[src/rtl/updn_ctr_pkg.sv]
// updn_ctr_pkg: shared constants and helpers for the up/down counter.
//   DIR_UP / DIR_DN : up_dn encodings
//   LOAD_ACTIVE     : level of load that selects a parallel load
//   all_ones(w)     : terminal (all-ones) value for a w-bit counter, w in 1..32
package updn_ctr_pkg;

    localparam logic DIR_UP      = 1'b1;
    localparam logic DIR_DN      = 1'b0;
    localparam logic LOAD_ACTIVE = 1'b0;

    function automatic logic [31:0] all_ones(input int unsigned w);
        logic [31:0] v;
        v = '0;
        for (int i = 0; i < 32; i++) begin
            if (i < int'(w)) v[i] = 1'b1;
        end
        return v;
    endfunction

endpackage

[src/rtl/updn_ctr_tc.sv]
// updn_ctr_tc: combinational terminal-count decoder.
//   count  : current counter value
//   up_dn  : direction (1 = up, 0 = down)
//   tercnt : 1 when count sits at the terminal value for the direction
//            (all-ones counting up, zero counting down)
module updn_ctr_tc
    import updn_ctr_pkg::*;
#(
    parameter int width = 4
) (
    input  logic [width-1:0] count,
    input  logic             up_dn,
    output logic             tercnt
);

    localparam logic [31:0]      TERM32 = all_ones(width);
    localparam logic [width-1:0] TERM   = TERM32[width-1:0];

    assign tercnt = (up_dn == DIR_UP) ? (count == TERM) : (count == '0);

endmodule

[src/rtl/updn_ctr.sv]
// updn_ctr: parameterizable up/down counter with parallel load, count
// enable and terminal-count flag.
//   clk    : rising-edge clock
//   rst    : asynchronous reset, active-high (count -> 0)
//   data   : parallel load value
//   up_dn  : direction, 1 = up, 0 = down
//   load   : active-low synchronous load (wins over cen/up_dn)
//   cen    : count enable
//   count  : registered counter value
//   tercnt : combinational terminal-count flag from count and up_dn
// Build option: define UPDN_CTR_SAT_EN to saturate at the ends instead of
// wrapping modulo 2^width.
module updn_ctr
    import updn_ctr_pkg::*;
#(
    parameter int width = 4
) (
    input  logic             clk,
    input  logic             rst,
    input  logic [width-1:0] data,
    input  logic             up_dn,
    input  logic             load,
    input  logic             cen,
    output logic [width-1:0] count,
    output logic             tercnt
);

    localparam logic [31:0]      TERM32 = all_ones(width);
    localparam logic [width-1:0] TERM   = TERM32[width-1:0];
    localparam logic [width-1:0] ONE    = {{(width-1){1'b0}}, 1'b1};

    logic [width-1:0] count_q;
    logic [width-1:0] count_d;

    always_comb begin
        count_d = count_q;
        if (load == LOAD_ACTIVE) begin
            count_d = data;
        end else if (cen) begin
            if (up_dn == DIR_UP) begin
`ifdef UPDN_CTR_SAT_EN
                count_d = (count_q == TERM) ? count_q : count_q + ONE;
`else
                count_d = count_q + ONE;
`endif
            end else begin
`ifdef UPDN_CTR_SAT_EN
                count_d = (count_q == '0) ? count_q : count_q - ONE;
`else
                count_d = count_q - ONE;
`endif
            end
        end
    end

    always_ff @(posedge clk or posedge rst) begin
        if (rst) count_q <= '0;
        else     count_q <= count_d;
    end

    assign count = count_q;

    updn_ctr_tc #(.width(width)) u_tc (
        .count  (count_q),
        .up_dn  (up_dn),
        .tercnt (tercnt)
    );

endmodule

[config.mk]
export PLATFORM = sky130hd
export DESIGN_NAME = updn_ctr
export DESIGN_NICKNAME = d
export VERILOG_FILES = /design/src/rtl/updn_ctr_pkg.sv /design/src/rtl/updn_ctr_tc.sv /design/src/rtl/updn_ctr.sv
export SDC_FILE = /design/constraint.sdc
export NUM_CORES = 1
export LEC_CHECK = 0
export CAP_MARGIN = 10
export CORE_AREA = 2 2 39 41
export DETAILED_ROUTE_END_ITERATION = 7
export DIE_AREA = 0 0 41 43
export GPL_TIMING_DRIVEN = 1
export PLACE_DENSITY_LB_ADDON = 0.15
export SLEW_MARGIN = 20
export SYNTH_ARGS = -nofsm -noshare
export SYNTH_HDL_FRONTEND = slang
export SYNTH_SLANG_ARGS = --single-unit
[constraint.sdc]
create_clock -name clk -period 4 [get_ports clk]
set_input_delay 0.8 -clock clk [delete_from_list [all_inputs] [get_ports clk]]
set_output_delay 0.8 -clock clk [all_outputs]
set_load 0.005 [all_outputs]
Yosys cells after proc, flatten, opt, wreduce, memory -nomap -nowiden
Index checks and enable logic that the tools add are counted.
{"block": "classes", "n_reduce_logical": 1, "addsub": 2, "n_mux": 4, "eq_ne": 2}
{"operator": "$mux 4", "count": 3}
{"operator": "$add 4x1->4 const B", "count": 1}
{"operator": "$eq 4x4->1 const B", "count": 1}
{"operator": "$logic_not 4->1", "count": 1}
{"operator": "$sub 4x1->4 const B", "count": 1}
{"operator": "$ne 2x1->1 const B", "count": 1}
{"operator": "$mux 1", "count": 1}
{"block": "totals", "regBits": 4, "elab_cells": 10, "input_bits": 9}

Depth between registers and ports, before layout
{"block": "logic_depth", "word_depth": 4, "mapped_depth": 5, "ltp_nobuf": 5}

Modules after synthesis
Synthesis repeated with hierarchy kept, for this count alone.
{"block": "unflattened", "hier_cells": 37, "hier_area_um2": 355.3}
{"mod": "updn_ctr", "area_each_um2": 331.6, "cells_per_inst": 34, "instances": 1}
{"mod": "updn_ctr_tc", "area_each_um2": 23.8, "cells_per_inst": 3, "instances": 1}

Worst setup path before layout
OpenSTA, ideal clock, no wires.
{"block": "synth_timing", "path_kind": "input to output", "startpoint": "input port up_dn", "endpoint": "output port tercnt", "required_time_ps": 3200, "t_arrival_ps": 1335, "slack_ps": 1865, "stages": 2, "path_cell_list": "or4_1 > o21ai_1"}
{"block": "synth_via", "elab_chain_cells": 1}
{"element": "start, declared", "line": "updn_ctr.sv:21", "text": "input logic up_dn,"}
{"element": "$mux 1", "line": "updn_ctr_tc.sv:19", "text": "assign tercnt = (up_dn == DIR_UP) ? (count == TERM) : (count == '0);"}
{"element": "end, declared", "line": "updn_ctr.sv:25", "text": "output logic tercnt"}
Every way passes these cells.

Worst setup path after layout
Same ends and word-level chain as after synthesis.

==> flow_metrics.tcl <==
set metrics [dict create \
    fp.dieH_um 43 \
    yosysWarnings 0 \
    htreeDepth 1 \
    endpoint_kind "output port" \
    postCtsHoldBufs 0 \
    max_freq_mhz 318 \
    ant_nets 0 \
    largest_register_ffs 4 \
    cts_inserted_buffers 3 \
    diodes 0 \
    synth_area_um2 343 \
    drive_gt1_frac 0.0962 \
    cellInternalPower_uw 120 \
    cts_sinks 4 \
    netSwitchingFraction 0.289 \
    finalHoldViolCount 0 \
    grt_overflow 0 \
    nets 66 \
    dp_hpwl_um 642 \
    synth_area_leaders "dfrtp_1 (29%), ha_1 (7.3%), fa_1 (5.8%)" \
    dr.first_iter.drc_count 6 \
    rsz0062_at_grt "no" \
    fin_tns_setup_ns 0 \
    power_leakage_nw 0.213 \
    drcViolationCount 0 \
    arrival_ns 2.34 \
    final_common_cell "clkdlybuf4s50_1" \
    fin_crit_sh 0.785 \
    min_path_type "reg -> reg" \
    seq_area_frac_synth 0.292 \
    power_frac_clock 0.284 \
    grt_pass1_vias 331 \
    setup_violations 0 \
    startpoint_type "input pin" \
    syn_nets 50 \
    vias 326 \
    routedWlPerCell_um 11.5 \
    finalWirelength_um 780 \
    start_util 0.248 \
    syn_to_final_growth_pct 47.4 \
    power_uw 169 \
    relSlewSlack 0.779 \
    met2_usage 0.181 \
    port_buffers 13 \
    grt_pass1_wl_um 1320 \
    clkLatencyLatePin_ns 0.23 \
    grt_max_degree 11 \
    min_period_ns 3.14 \
    clk_pin_slew_ns 0.04 \
    cts_root_buf "clkbuf_4" \
    via_per_inst 4.79 \
    tightest_slew_ns 0.331 \
    grt_busiest_layer "met2" \
    core_area_um2 1380 \
    fin_worst_skew_ns 0.000524 \
    met3_usage 0.0157 \
    cts_buffer_depth 2 \
    num_rows 14 \
    ys_ff_latch 4 \
    post_cts_buffers 0 \
    layout.cells.most_common_list "clkdlybuf4s50_1 (13), nand3_1 (4), dfrtp_1 (4)" \
    use_met1 0.127 \
    die_x_um 41 \
    synthCells 38 \
    cts_resized 0 \
    critPathKind "in -> out" \
    yosys.area.top_type "dfrtp_1" \
    antenna_found_initial 0 \
    pin_count 14 \
    cp_max_fo 7 \
    avgSynthCellArea_um2 9.02 \
    slew_violations 0 \
    comb_power_share 0.369 \
    die_area_um2 1760 \
    dr.pass1.iters 2 \
    globalplace.congestion 0.697 \
    p_per_area_nw_per_um2 334 \
    tritoncts "built" \
    switchingPower_uw 48.8 \
    sequentialPowerShare 0.347 \
    grt_usage 0.110 \
    ir_worst_vdd_mv 0.157 \
    cap_violations 0 \
    status "finished, final reports clean" \
    netlist-cell-type-count 23 \
    synth_top_cell_area_share 0.292 \
    crit_required_ns 3.20 \
]
## final cells by class
class	count	area, um^2
repair buffers	13	130
multi-input cells	29	221
clock buffers	3	22.5
well taps	16	20.0
flip-flops and latches	4	100
fillers	149	878
inverters	3	11.3
## per-layer routing
| layer | part of all wire | vias up |
|---|---|---|
| met3 | 0.033 | 0 |
| met1 | 0.44 | 152 |
| met5 | 0 | - |
| met4 | 0 | 0 |
| li1 | - | 167 |
| met2 | 0.52 | 7 |
## cell families after synthesis
group                    share of synthesized area
AND/OR/NAND/NOR                              0.226
flip-flops                                   0.292
XOR/XNOR                                    0.0511
adder cells (fa/ha/maj)                      0.131
AO/OA/AOI/OAI                                0.208
multiplexers                                0.0292
buffers and inverters                       0.0620
## final timing paths
check	to	from	slack, ns	depth (start not counted)
min reg2reg	count[1]	count[1]	0.73	2
max reg2reg	count[3]	count[1]	2.53	4
max in group asynchronous	count[3]	rst	3.11	2
max	tercnt	up_dn	0.86	4
min	count[1]	count[1]	0.73	2
min in group asynchronous	count[0]	rst	0.75	2
## power groups by stage
stage	Sequential (mW)	Combinational (mW)	Clock, mW
4_1_cts	0.0587	0.0635	0.0510
3_5_place_dp	0.0592	0.0634	0
2_1_floorplan	0.0565	0.0359	0
6_report	0.0585	0.0622	0.0480
5_1_grt	0.0603	0.0714	0.0552
3_3_place_gp	0.0593	0.0636	0
## Yosys cell counts
master / instances
buf_2: 2
nand4b_1: 1
ha_1: 2
dfrtp_1: 4
nor2_1: 3
nand3b_1: 1
nand3_1: 4
a21oi_1: 3
o21ai_1: 1
a22o_1: 1
a221o_1: 1
and3_2: 1
inv_1: 3
or4_1: 1
fa_1: 1
a21o_1: 1
xnor2_1: 2
a2bb2oi_1: 1
mux2i_1: 1
a211oi_1: 1
a21o_2: 1
nand2_1: 1
nand4bb_1: 1
## metrics by stage
stage | std cells | hold slack (ns) | util | worst slack (ns) | instance area, um^2
floorplan | 38 | 0.566 | - | 1.86 | 343
global placement | 65 | 0.729 | 0.349 | 0.874 | 483
detailed placement | 65 | 0.733 | 0.349 | 0.849 | 483
CTS | 68 | 0.738 | 0.365 | 0.843 | 505
global route | 68 | 0.761 | 0.365 | 0.751 | 505
finish | 68 | 0.727 | 0.365 | 0.858 | 505
## worst max-delay path: stages
cell and delay, ns:
clkdlybuf4s50_1 0.50, or4_1 0.42, o21ai_1 0.12, clkdlybuf4s50_1 0.50
(Power assumes the default switching activity.)
